File: src/rtl/tt_um_popcount_enum_if.sv
// TinyTapeout user-module pin bundle for the popcount enumerator.
// Handshake: a pattern moves when uo_out[4] (valid) and ui_in[6] (ready) are both high at a rising clk edge; valid, pattern and last hold until then.
interface tt_um_popcount_enum_if;
  logic       ena;
  logic [7:0] ui_in;
  logic [7:0] uo_out;
  logic [7:0] uio_in;
  logic [7:0] uio_out;
  logic [7:0] uio_oe;

  modport master (
    output ena, ui_in, uio_in,
    input  uo_out, uio_out, uio_oe
  );

  modport slave (
    input  ena, ui_in, uio_in,
    output uo_out, uio_out, uio_oe
  );
endinterface

File: src/rtl/tt_um_popcount_enum.sv
// Enumerates all 4-bit patterns with a requested one-hot weight k, one per
// valid/ready handshake, in ascending numeric order.
module tt_um_popcount_enum (
  input logic                  clk,
  input logic                  rst_n,
  tt_um_popcount_enum_if.slave bus
);
  typedef enum logic {IDLE, EMIT} state_t;

  state_t     state, state_nx;
  logic [3:0] pattern, pattern_nx;
  logic [3:0] count, count_nx;
  logic       err, err_nx;

  logic [4:0] req;
  logic       start, ready, valid, last, handshake;
  logic       unused_ok;

  assign req       = bus.ui_in[4:0];
  assign start     = bus.ui_in[5];
  assign ready     = bus.ui_in[6];
  assign unused_ok = &{1'b0, bus.ui_in[7], bus.uio_in};

  // Smallest value above p with the same popcount; p itself if none exists.
  function automatic logic [3:0] next_same_weight(input logic [3:0] p);
    logic [3:0] r;
    logic [3:0] c;
    r = p;
    for (int i = 15; i >= 0; i--) begin
      c = i[3:0];
      if (c > p && $countones(c) == $countones(p)) r = c;
    end
    return r;
  endfunction

  function automatic logic [3:0] first_pattern(input logic [4:0] onehot);
    logic [3:0] r;
    r = 4'b0000;
    case (onehot)
      5'b00010: r = 4'b0001;
      5'b00100: r = 4'b0011;
      5'b01000: r = 4'b0111;
      5'b10000: r = 4'b1111;
      default:  r = 4'b0000;
    endcase
    return r;
  endfunction

  // The largest pattern of a weight has no larger sibling.
  assign valid     = (state == EMIT);
  assign last      = valid && (next_same_weight(pattern) == pattern);
  assign handshake = valid && ready;

  always_comb begin
    state_nx   = state;
    pattern_nx = pattern;
    count_nx   = count;
    err_nx     = err;
    case (state)
      IDLE: begin
        if (start) begin
          if ($onehot(req)) begin
            pattern_nx = first_pattern(req);
            count_nx   = 4'd0;
            err_nx     = 1'b0;
            state_nx   = EMIT;
          end else begin
            err_nx = 1'b1;
          end
        end
      end
      EMIT: begin
        if (handshake) begin
          count_nx = count + 4'd1;
          if (last) state_nx = IDLE;
          else      pattern_nx = next_same_weight(pattern);
        end
      end
      default: state_nx = IDLE;
    endcase
  end

  always_ff @(posedge clk or negedge rst_n) begin
    if (!rst_n) begin
      state   <= IDLE;
      pattern <= 4'd0;
      count   <= 4'd0;
      err     <= 1'b0;
    end else if (bus.ena) begin
      state   <= state_nx;
      pattern <= pattern_nx;
      count   <= count_nx;
      err     <= err_nx;
    end
  end

  assign bus.uo_out  = {err, valid, last, valid, pattern};
  assign bus.uio_out = {4'b0000, count};
  assign bus.uio_oe  = 8'h0F;
endmodule
File: src/flat_wrapper.sv
// flat-port wrapper written by rule: the top's interface ports become plain ports
module tt_um_popcount_enum_flat 
  (clk, rst_n, bus_ena, bus_ui_in, bus_uio_in, bus_uo_out, bus_uio_out, bus_uio_oe);
  tt_um_popcount_enum_if bus_i ();
  input logic clk;
  input logic rst_n;
  input wire logic [$bits(bus_i.ena)-1:0] bus_ena;
  input wire logic [$bits(bus_i.ui_in)-1:0] bus_ui_in;
  input wire logic [$bits(bus_i.uio_in)-1:0] bus_uio_in;
  output wire logic [$bits(bus_i.uo_out)-1:0] bus_uo_out;
  output wire logic [$bits(bus_i.uio_out)-1:0] bus_uio_out;
  output wire logic [$bits(bus_i.uio_oe)-1:0] bus_uio_oe;
  assign bus_i.ena = bus_ena;
  assign bus_i.ui_in = bus_ui_in;
  assign bus_i.uio_in = bus_uio_in;
  assign bus_uo_out = bus_i.uo_out;
  assign bus_uio_out = bus_i.uio_out;
  assign bus_uio_oe = bus_i.uio_oe;
  tt_um_popcount_enum u_core (.clk(clk), .rst_n(rst_n), .bus(bus_i));
endmodule
File: config.mk
export PLATFORM = sky130hd
export DESIGN_NAME = tt_um_popcount_enum_flat
export DESIGN_NICKNAME = d
export VERILOG_FILES = /design/src/rtl/tt_um_popcount_enum_if.sv /design/src/rtl/tt_um_popcount_enum.sv /design/src/flat_wrapper.sv
export SDC_FILE = /design/constraint.sdc
export NUM_CORES = 1
export LEC_CHECK = 0
export ABC_CLOCK_PERIOD_IN_PS = 10200
export CORE_MARGIN = 5
export CORE_UTILIZATION = 28
export DETAILED_ROUTE_END_ITERATION = 10
export HOLD_SLACK_MARGIN = 0.03
export SLEW_MARGIN = 20
export SYNTH_ARGS = -nofsm -noshare
export SYNTH_HDL_FRONTEND = slang
export SYNTH_SLANG_ARGS = --single-unit
File: constraint.sdc
create_clock -name clk -period 10.2 [get_ports clk]
set_clock_uncertainty 0.2 [all_clocks]
set_input_delay 2.04 -clock clk [delete_from_list [all_inputs] [get_ports clk]]
set_output_delay 2.04 -clock clk [all_outputs]
set_load 0.005 [all_outputs]
### After elaboration in Yosys (flattened, before gate mapping)

Index checks and enable logic that the tools add are counted.

* register bits after elaboration: 10
* word-level logic and storage cells: 97

* add/sub/neg operators: 8
* order comparisons: 16
* eq/ne operators: 14
* muxes and demuxes: 32
* bitwise gates (word level): 1
* reduce and logical (&&, ||, !) cells: 22

Operator list (count)
* 2-to-1 mux 4 bit: 23
* equality test 3 x 32 -> 1 bit, first input constant: 2
* adder 32 bit: 1
* equality test 2 x 32 -> 1 bit, first input constant: 1
* equality test 4 x 32 -> 1 bit, first input constant: 1
* > comparator 4 bit, first input constant: 8
* zero test 32 bit: 1
* logical AND 1 bit: 18
* > comparator 3 x 4 -> 1 bit, first input constant: 4
* case mux 4 bit (2 select lines): 2
* case mux 4 bit (4 select lines): 1
* adder 1 x 1 -> 2 bit: 4
* > comparator 1 x 4 -> 1 bit, first input constant: 2
* > comparator 2 x 4 -> 1 bit, first input constant: 2
* inequality test 2 bit, second input constant: 3
* equality test 5 x 2 -> 1 bit, second input constant: 1
* equality test 5 x 3 -> 1 bit, second input constant: 1
* equality test 5 x 4 -> 1 bit, second input constant: 1
* equality test 5 bit, second input constant: 1
* 2-to-1 mux 1 bit: 5
* AND reduction 5 bit: 1
* adder 4 x 1 -> 4 bit, second input constant: 1
* equality test 4 bit: 1
* AND reduction 4 bit: 1
* 7 further kinds: 7

### Longest topological paths before layout

Gate-level depths: netlist (run 1).

* depth in word-level cells: 25
* gate-level depth with buffers: 16

### Least setup slack after synthesis (run 1)

Ideal clock, no wire load.

* path type: reg-to-output
* from: register u_core.pattern[3]
* to: output bus_uo_out[5]
* arrival time: 3.265 ns
* required time: 7.960 ns
* path slack: 4.695 ns
* stages on the path, launching flop included: 15
* path buffers: 2
* cells stage by stage: dfrtp_1 > buf_2 > inv_1 > ha_1 > ha_1 > inv_1 > fa_1 > nand2b_1 > a221o_1 > and4_1 > nor4_1 > nand4_1 > or2_1 > inv_1 > buf_4

* cells in the longest elaborated chain, start to end: 22

RTL lines
* from (decl): line tt_um_popcount_enum.sv:11 `logic [3:0] pattern, pattern_nx;`
* from (signal assigned): line tt_um_popcount_enum.sv:91 `pattern <= pattern_nx;`
* adder 1 x 1 -> 2 bit (not written as such): line tt_um_popcount_enum.sv:31 `if (c > p && $countones(c) == $countones(p)) r = c;`
* adder 32 bit (not written as such): line tt_um_popcount_enum.sv:31
* equality test 4 x 32 -> 1 bit: line tt_um_popcount_enum.sv:31
* logical AND 1 bit: line tt_um_popcount_enum.sv:31
* 2-to-1 mux 4 bit (8 in series)
* 2-to-1 mux 4 bit (2 in series): line tt_um_popcount_enum.sv:31
* 2-to-1 mux 4 bit (6 in series)
* equality test 4 bit (*): line tt_um_popcount_enum.sv:51 `assign last = valid && (next_same_weight(pattern) == pattern);`
* logical AND 1 bit (*): line tt_um_popcount_enum.sv:51
* to (decl): line flat_wrapper.sv:10 `output wire logic [$bits(bus_i.uo_out)-1:0] bus_uo_out;`

Every way passes the cells marked *; elsewhere a longest branch is shown, timed or not.

### Worst setup path after layout (run 1)

Same ends and word-level chain as after synthesis.

==> run summary, run 1 <==
Die ar.: 7660 sq um
Rows: 28
ANT nets after route: 0
DR vias: 1551
Slew @ Worst Pin: 0.539 ns
Rel. slew slack: 0.638
most frequent CP cell: inv_1
vias per cell: 5.20
Setup violations, final: 0
# diodes: 0
hold crit path type: flip-flop to flip-flop
Synth Flop Type: dfrtp_1
CP Launch Type: flip-flop
GRT overflow: 0
postcts setup bufs: 0
vias in the first global route: 1390
Die H: 87.5 um
share of cells above drive strength 1: 0.0717
H-tree Lvls: 1
die width: 87.5 um
CP Cell Sequence: inv_1 -> ha_1 -> ha_1 -> inv_1 -> fa_1 -> nor3b_2 -> nand2_1 -> a21oi_1 -> o211ai_1 -> nor4_1 -> nand4_1 -> or2_1 -> inv_1 -> clkdlybuf4s50_1
largest net degree at the start of global routing: 18
sequential element share of the synthesized area: 0.149
kind of critical path: flip-flop to primary output
first-pass GRT wire length: 6700 um
routability cong.: 0.883
R2R Setup Slk: 5.76 ns
cell count after synthesis: 215
Tot GR Track Use: 0.106
layout filler cell count: 635
# IOs: 43
cts bufs inserted: 3
post_cts resized: 0
cell area after layout: 1900 sq um
Final Routed Wirelength: 3990 um
Req. time, crit path: 7.96 ns
Clock Latency Late Sink: 0.23 ns
Crit. End Element: primary output
Initial Utilization: 0.286
#FFs+latches synth: 10
status: completed
CTS clk-pin slew, worst paths: 0.05 ns
mean area per synthesized cell: 7.83 sq um
placed inst area: 1850 sq um
drt first-iter violations: 109
P&R area growth vs syn: 12.6%
critical path arrival: 4.66 ns
worst reg2reg path startpoint: u_core.pattern[3]$_DFFE_PN0P_
DRC viols: 0
EDFF count, synth: 0
Yosys cell types: 64
most common cell after layout, fill and taps aside: clkdlybuf4s50_1
Port Buffer Count: 21
1st-pass router iterations: 4
FMAX: 145 MHz
Worst Setup EP: bus_uo_out[5]
core box area: 5890 sq um
RSZ-0062 raised after global routing: no
Final Core Density: 0.322
CTS tree: done
worst-path fanout max: 14
final HPWL from detailed placement: 3110 um
Critical Path Source: u_core.pattern[3]$_DFFE_PN0P_
initial antenna violation count: 0
share of synthesized registers carrying an async set or reset: 1.00
hold_buf cts: 0
max incr delay on CP: 0.63 ns
Root Buffer: clkbuf_8
clk sinks: 10
minimum clock period after layout: 6.90 ns
Worst R2R End: u_core.pattern[2]$_DFFE_PN0P_
Yosys Warn Count: 0
final hold viol count: 0
clock buffer depth: 2
WL per Instance: 13.4 um
setup_tns: 0 ns
max cap viols: 0
Final Max Slew Viols: 0
Slowest cell on crit path: dfrtp_1
Cell Area, Synth: 1680 sq um
commonest non-fill, non-tap cells in the layout: clkdlybuf4s50_1, ha_1, inv_1, nand2_1, nor2_1
R2R cell count: 13
Final period util: 0.676
nets: 265
==> flip-flops by register name, indices dropped and copies added, names as in the netlist <==
signal          count
u_core.pattern      4
u_core.state        1
u_core.count        4
u_core.err          1
==> critical path, delay by kind of cell, from the launching register on <==
kind / cells / cell delay [ns]
AO/OA/AOI/OAI: 2 / 0.33
adder cells (fa/ha/maj): 3 / 1.06
buffers and inverters: 4 / 0.92
flip-flops: 1 / 0.63
AND/OR/NAND/NOR: 5 / 1.50
==> synth_stat cells, drive strengths merged, types with 2 or more instances <==
| master | number | area [sq um] |
|---|---|---|
| inv | 18 | 67.6 |
| or2 | 4 | 25.0 |
| a21oi | 9 | 48.8 |
| dfrtp | 10 | 250 |
| clkbuf | 2 | 7.51 |
| a32oi | 2 | 17.5 |
| and2 | 3 | 18.8 |
| nand4 | 6 | 43.8 |
| a21o | 3 | 22.5 |
| a21boi | 2 | 15.0 |
| o21ai | 13 | 65.1 |
| nor3b | 3 | 27.5 |
| and3 | 2 | 12.5 |
| xor2 | 2 | 17.5 |
| ha | 18 | 225 |
| nor4 | 2 | 12.5 |
| fa | 3 | 60.1 |
| nor2b | 4 | 27.5 |
| a31oi | 4 | 25.0 |
| o31ai | 2 | 15.0 |
| conb | 2 | 7.51 |
| and4 | 2 | 17.5 |
| mux2i | 3 | 30.0 |
| o22ai | 2 | 12.5 |
| nor2 | 13 | 48.8 |
| or3b | 2 | 17.5 |
| buf | 24 | 163 |
| nor3 | 3 | 15.0 |
| o211ai | 5 | 37.5 |
| nand3 | 4 | 20.0 |
| nand2 | 16 | 60.1 |
| nand2b | 4 | 25.0 |
| mux2 | 2 | 22.5 |
==> area by class of cell <==
class,count,area [sq um],area share
Multi-Input combinational cell,171,1230,0.650
Sequential cell,10,250,0.132
Clock buffer,3,41.3,0.0218
Tap cell,75,93.8,0.0495
Inverter,18,67.6,0.0356
Timing Repair Buffer,21,210,0.111
==> through the flow <==
stage                     worst slack (ns)  hold WS, ns  cells
after floorplan                       4.70        0.267    225
after global routing                  3.04        0.375    298
final                                 3.30        0.302    298
after detailed placement              3.67        0.300    295
after global placement                3.66        0.298    295
after CTS                             3.39        0.310    298
==> layer usage <==
layer,routed length [um],global-route usage,part of all wire
met1,1840,0.153,0.46
met2,1840,0.173,0.46
met3,285,0.0142,0.071
met4,25,0.0139,0.0063
met5,0,0,0
==> worst min-delay path by stage <==
stage,from,endpoint,depth (start not counted)
after floorplan,u_core.err$_DFFE_PN0P_,u_core.err$_DFFE_PN0P_,2
after global placement,u_core.err$_DFFE_PN0P_,u_core.err$_DFFE_PN0P_,2
after global routing,u_core.err$_DFFE_PN0P_,u_core.err$_DFFE_PN0P_,2
after detailed placement,u_core.err$_DFFE_PN0P_,u_core.err$_DFFE_PN0P_,2
after CTS,u_core.err$_DFFE_PN0P_,u_core.err$_DFFE_PN0P_,2
final,u_core.err$_DFFE_PN0P_,u_core.err$_DFFE_PN0P_,2
==> logic make-up (layout without fill, tap and decap cells) <==
family | count (synthesis) | after routing | synth area share
other | 2 | 12 | 0.00446
AO/OA/AOI/OAI | 57 | 57 | 0.239
buffers and inverters | 44 | 42 | 0.141
adder cells (fa/ha/maj) | 21 | 21 | 0.170
AND/OR/NAND/NOR | 73 | 73 | 0.250
flip-flops | 10 | 10 | 0.149
XOR/XNOR | 3 | 3 | 0.0156
multiplexers | 5 | 5 | 0.0312
Power of run 1 is left out: the tool's default activity adds up to more than one toggle a clock period on the data nets, which glitch-free logic cannot reach.
==> run 2, diff against run 1 <==
- ABC_CLOCK_PERIOD_IN_PS: 10200 -> 6060
- clock period: 10.2 -> 6.06 ns (I/O delays scaled with it)
==> run 2 against run 1 <==
  * Sequential share of layout area down 0.40 points
  * Critical path depth unchanged
  * Flip-flop and latch count unchanged
  * Worst hold slack better by 0.017 ns
  * Global-route usage up 0.15 points
  * Non-clock buffer count up 6
  * Final cell count up 2.3%
  * Final area up 3.1%
  * Count of clock-buffer cells in the layout up 1
  * Wire length up 2.3%
  * Largest cell class unchanged
==> run summary, run 2 (synthesis gave the netlist of run 1 again) <==
CTS clk-pin slew, worst paths: 0.05 ns
Setup violations, final: 0
Rel. slew slack: 0.632
postcts setup bufs: 0
share of cells above drive strength 1: 0.100
worst-path fanout max: 8
drt first-iter violations: 107
Clock Latency Late Sink: 0.23 ns
Die H: 87.5 um
max cap viols: 0
R2R Setup Slk: 2.12 ns
P&R area growth vs syn: 16.1%
Slew @ Worst Pin: 0.548 ns
Rows: 28
WL per Instance: 13.4 um
CP Launch Type: flip-flop
Top Registers: u_core.count x4, u_core.pattern x4
nets: 271
hold wc startpoint: u_core.err$_DFFE_PN0P_
Final Max Slew Viols: 0
commonest non-fill, non-tap cells in the layout: clkdlybuf4s50_1, ha_1, inv_1, nand2_1, nor2_1
vias in the first global route: 1472
most common cell after layout, fill and taps aside: clkdlybuf4s50_1
clock buffer depth: 2
routability cong.: 0.909
die width: 87.5 um
Die ar.: 7660 sq um
RSZ-0062 raised after global routing: no
Root Buffer: clkbuf_8
hold_buf cts: 0
1st-pass router iterations: 4
DRC viols: 0
Crit. End Element: primary output
first-pass GRT wire length: 6800 um
post_cts resized: 0
core box area: 5890 sq um
minimum clock period after layout: 5.55 ns
Final period util: 0.915
layout filler cell count: 633
Req. time, crit path: 4.65 ns
Top Metal Used: met4
cts bufs inserted: 3
# IOs: 43
Slowest cell on crit path: fa_1
largest net degree at the start of global routing: 18
WHS Path Cells: 2
routed wl met3: 328 um
ANT nets after route: 0
most frequent CP cell: inv_1
critical path arrival: 4.13 ns
clk sinks: 10
final hold viol count: 0
FMAX: 180 MHz
max incr delay on CP: 0.54 ns
setup_tns: 0 ns
Reg area: 250 sq um
H-tree Lvls: 1
Initial Utilization: 0.286
met2 WL: 1870 um
initial antenna violation count: 0
CP Cell Sequence: inv_1 -> ha_1 -> ha_1 -> inv_1 -> fa_1 -> nor3b_2 -> nand2_1 -> a21oi_1 -> o211ai_1 -> nor4_1 -> nand4_1 -> or2_1 -> inv_1 -> clkdlybuf4s50_1
vias per cell: 5.10
worst reg2reg path startpoint: u_core.pattern[0]$_DFFE_PN0P_
hold crit path type: flip-flop to flip-flop
Port Buffer Count: 21
Worst R2R End: u_core.pattern[2]$_DFFE_PN0P_
# diodes: 0
final HPWL from detailed placement: 3240 um
GRT overflow: 0
Tot GR Track Use: 0.108
CTS tree: done
Worst Hold Path EP: u_core.err$_DFFE_PN0P_
multi-input logic area: 1230 sq um
Final Routed Wirelength: 4080 um
DR vias: 1554
kind of critical path: flip-flop to primary output
status: completed
Metal-1 WL: 1860 um
R2R cell count: 13
## run 2: cell types whose count changed in the layout (fill, tap and decap cells not counted), sizes merged
cell,previous run,this run
clkbuf,3,4
buf,0,6
## run 2: worst max-delay path by stage
| stage | endpoint | from | slack [ns] |
|---|---|---|---|
| after floorplan | bus_uo_out[5] | u_core.pattern[3]$_DFFE_PN0P_ | 1.38 |
| after global placement | bus_uo_out[5] | u_core.pattern[0]$_DFFE_PN0P_ | 0.72 |
| after detailed placement | bus_uo_out[5] | u_core.pattern[0]$_DFFE_PN0P_ | 0.80 |
| after CTS | bus_uo_out[5] | u_core.pattern[0]$_DFFE_PN0P_ | 0.50 |
| after global routing | bus_uo_out[5] | u_core.pattern[0]$_DFFE_PN0P_ | 0.14 |
| final | bus_uo_out[5] | u_core.pattern[0]$_DFFE_PN0P_ | 0.51 |
## run 2: area by class of cell
cell class / instances / share of cell area
repair buffers: 27 / 0.131
multi-input cells: 171 / 0.631
flip-flops and latches: 10 / 0.128
clock buffers: 4 / 0.0282
inverters: 18 / 0.0346
well taps: 75 / 0.0480
## run 2: critical path: cells and delay by family (launching register included)
family | cells | cell delay [ns]
flops | 1 | 0.37
simple gates | 5 | 1.41
compound gates | 2 | 0.32
buf+inv | 4 | 0.80
fa+ha+maj | 3 | 0.99
## run 2: metal layers
layer / global-route usage / up-vias
met5: 0 / -
met4: 0.0153 / 0
met3: 0.0189 / 4
met2: 0.178 / 72
met1: 0.150 / 708
li1: - / 770
## run 2: metrics by stage
| step | cell area, sq um | util | std cells | hold slack (ns) | setup WS [ns] |
|---|---|---|---|---|---|
| final | 1950 | 0.332 | 305 | 0.319 | 0.513 |
| after global routing | 1950 | 0.332 | 305 | 0.354 | 0.144 |
| after CTS | 1950 | 0.332 | 305 | 0.317 | 0.503 |
| after detailed placement | 1900 | 0.323 | 301 | 0.306 | 0.804 |
| after global placement | 1900 | 0.323 | 301 | 0.301 | 0.718 |
| after floorplan | 1720 | - | 225 | 0.267 | 1.38 |
Power of run 2 is left out for the same reason.
==> run 3, diff against run 2 <==
- GPL_ROUTABILITY_DRIVEN: default -> 1
- GPL_TIMING_DRIVEN: default -> 0
==> run 3 against run 2 <==
  * Worst setup slack got worse by 0.28 ns
  * Register-to-register slack got worse by 0.20 ns
  * Final cell count rose by 6.2%
  * Wire length rose by 8.5%
  * Via count rose by 5.3%
  * Fmax fell by 4.8%
  * Sequential share of layout area fell by 0.80 points
  * Count of clock-buffer cells in the layout fell by 1
  * Highest routed layer unchanged
  * Critical path type unchanged
  * Final area rose by 7.2%
==> run summary, run 3 (synthesis gave the netlist of run 1 again) <==
worst setup margin: 0.233 ns
Worst R2R End: u_core.pattern[2]$_DFFE_PN0P_
Final Core Density: 0.356
Tot GR Track Use: 0.115
clock buffer depth: 2
GRT overflow: 0
nets: 291
largest net degree at the start of global routing: 11
die width: 87.5 um
cts bufs inserted: 3
Crit. End Element: primary output
CP Launch Type: flip-flop
vias in the first global route: 1561
Root Buffer: clkbuf_8
max cap viols: 0
status: completed
Rel. slew slack: 0.648
Slowest cell on crit path: fa_2
DR vias: 1636
core box area: 5890 sq um
clk sinks: 10
FMAX: 172 MHz
Req. time, crit path: 4.65 ns
vias per cell: 5.05
# IOs: 43
most common cell after layout, fill and taps aside: clkdlybuf4s50_1
Final Max Slew Viols: 0
drt first-iter violations: 155
Worst Setup EP: bus_uo_out[5]
worst reg2reg path startpoint: u_core.pattern[2]$_DFFE_PN0P_
final HPWL from detailed placement: 3540 um
R2R Setup Slk: 1.92 ns
Rows: 28
postcts setup bufs: 0
commonest non-fill, non-tap cells in the layout: clkdlybuf4s50_1, buf_4, ha_1, inv_1, nand2_1
Worst Setup Slack post-DPL: 0.266 ns
Die ar.: 7660 sq um
CP Cell Sequence: buf_2 -> inv_1 -> ha_1 -> ha_1 -> inv_1 -> fa_2 -> nor3b_4 -> o31ai_1 -> o21a_1 -> a22oi_2 -> or3_1 -> nand4_1 -> or2_1 -> inv_1 -> buf_4 -> clkdlybuf4s50_1
CTS tree: done
R2R cell count: 14
Final period util: 0.962
1st-pass router iterations: 4
kind of critical path: flip-flop to primary output
H-tree Lvls: 1
initial antenna violation count: 0
Die H: 87.5 um
Top Registers: u_core.count x4, u_core.pattern x4
DRC viols: 0
Clock Latency Late Sink: 0.23 ns
ANT nets after route: 0
Port Buffer Count: 21
hold crit path type: flip-flop to flip-flop
Setup violations, final: 0
critical path arrival: 4.42 ns
CTS clk-pin slew, worst paths: 0.04 ns
layout filler cell count: 641
share of cells above drive strength 1: 0.181
first-pass GRT wire length: 7260 um
routability cong.: 0.912
worst-path fanout max: 10
Initial Utilization: 0.286
most frequent CP cell: inv_1
# diodes: 0
Slew @ Worst Pin: 0.524 ns
minimum clock period after layout: 5.83 ns
Final Routed Wirelength: 4420 um
Critical Path Source: u_core.pattern[2]$_DFFE_PN0P_
WL per Instance: 13.7 um
P&R area growth vs syn: 24.5%
max incr delay on CP: 0.52 ns
final hold viol count: 0
## run 3: cell types whose count changed in the layout (fill, tap and decap cells not counted), sizes merged
cell	before	now
buf	6	22
clkbuf	4	7
clkinvlp	0	1
inv	18	17
## run 3: timing repair
action	in CTS	in global routing
hold buffers	0	0
hold endpoints to repair	0	0
setup endpoints to repair	0	1
resized for setup	0	11
## run 3: stage by stage
step	hold WS [ns]	TNS [ns]	cells	area, sq um
after floorplan	0.267	0	225	1720
after global placement	0.288	0	321	2020
after detailed placement	0.295	0	321	2020
after CTS	0.305	0	324	2070
after global routing	0.349	-0.0184	324	2090
final	0.308	0	324	2090
## run 3: layer usage
metal	global-route usage	share of wire	routed length [um]	up-vias
met4	0.0279	0.015	67	0
li1	-	-	-	814
met5	0	0	0	-
met3	0.0123	0.069	307	6
met2	0.198	0.46	2030	67
met1	0.152	0.46	2020	749
## run 3: how the worst min path moves through the flow
stage / from / endpoint / slack (ns) / cells after the start
floorplan: u_core.err$_DFFE_PN0P_ / u_core.err$_DFFE_PN0P_ / 0.27 / 2
global placement: u_core.err$_DFFE_PN0P_ / u_core.err$_DFFE_PN0P_ / 0.29 / 2
detailed placement: u_core.err$_DFFE_PN0P_ / u_core.err$_DFFE_PN0P_ / 0.30 / 2
CTS: u_core.err$_DFFE_PN0P_ / u_core.err$_DFFE_PN0P_ / 0.30 / 2
global route: u_core.err$_DFFE_PN0P_ / u_core.err$_DFFE_PN0P_ / 0.35 / 2
finish: u_core.err$_DFFE_PN0P_ / u_core.err$_DFFE_PN0P_ / 0.31 / 2
## run 3: layout make-up
cell class / count / area (sq um) / share of cell area
Timing Repair Buffer: 21 / 210 / 0.100
Inverter: 18 / 71.3 / 0.0341
Buffer: 26 / 178 / 0.0848
Multi-Input combinational cell: 171 / 1250 / 0.596
Tap cell: 75 / 93.8 / 0.0448
Sequential cell: 10 / 251 / 0.120
Clock buffer: 3 / 41.3 / 0.0197
## run 3: worst max-delay path: cells and delay by family (launching register included)
kind | cells | cell delay (ns)
AO/OA/AOI/OAI | 3 | 0.64
adder cells (fa/ha/maj) | 3 | 1.04
buffers and inverters | 6 | 1.08
flip-flops | 1 | 0.43
AND/OR/NAND/NOR | 4 | 0.98
Power of run 3 is left out for the same reason.
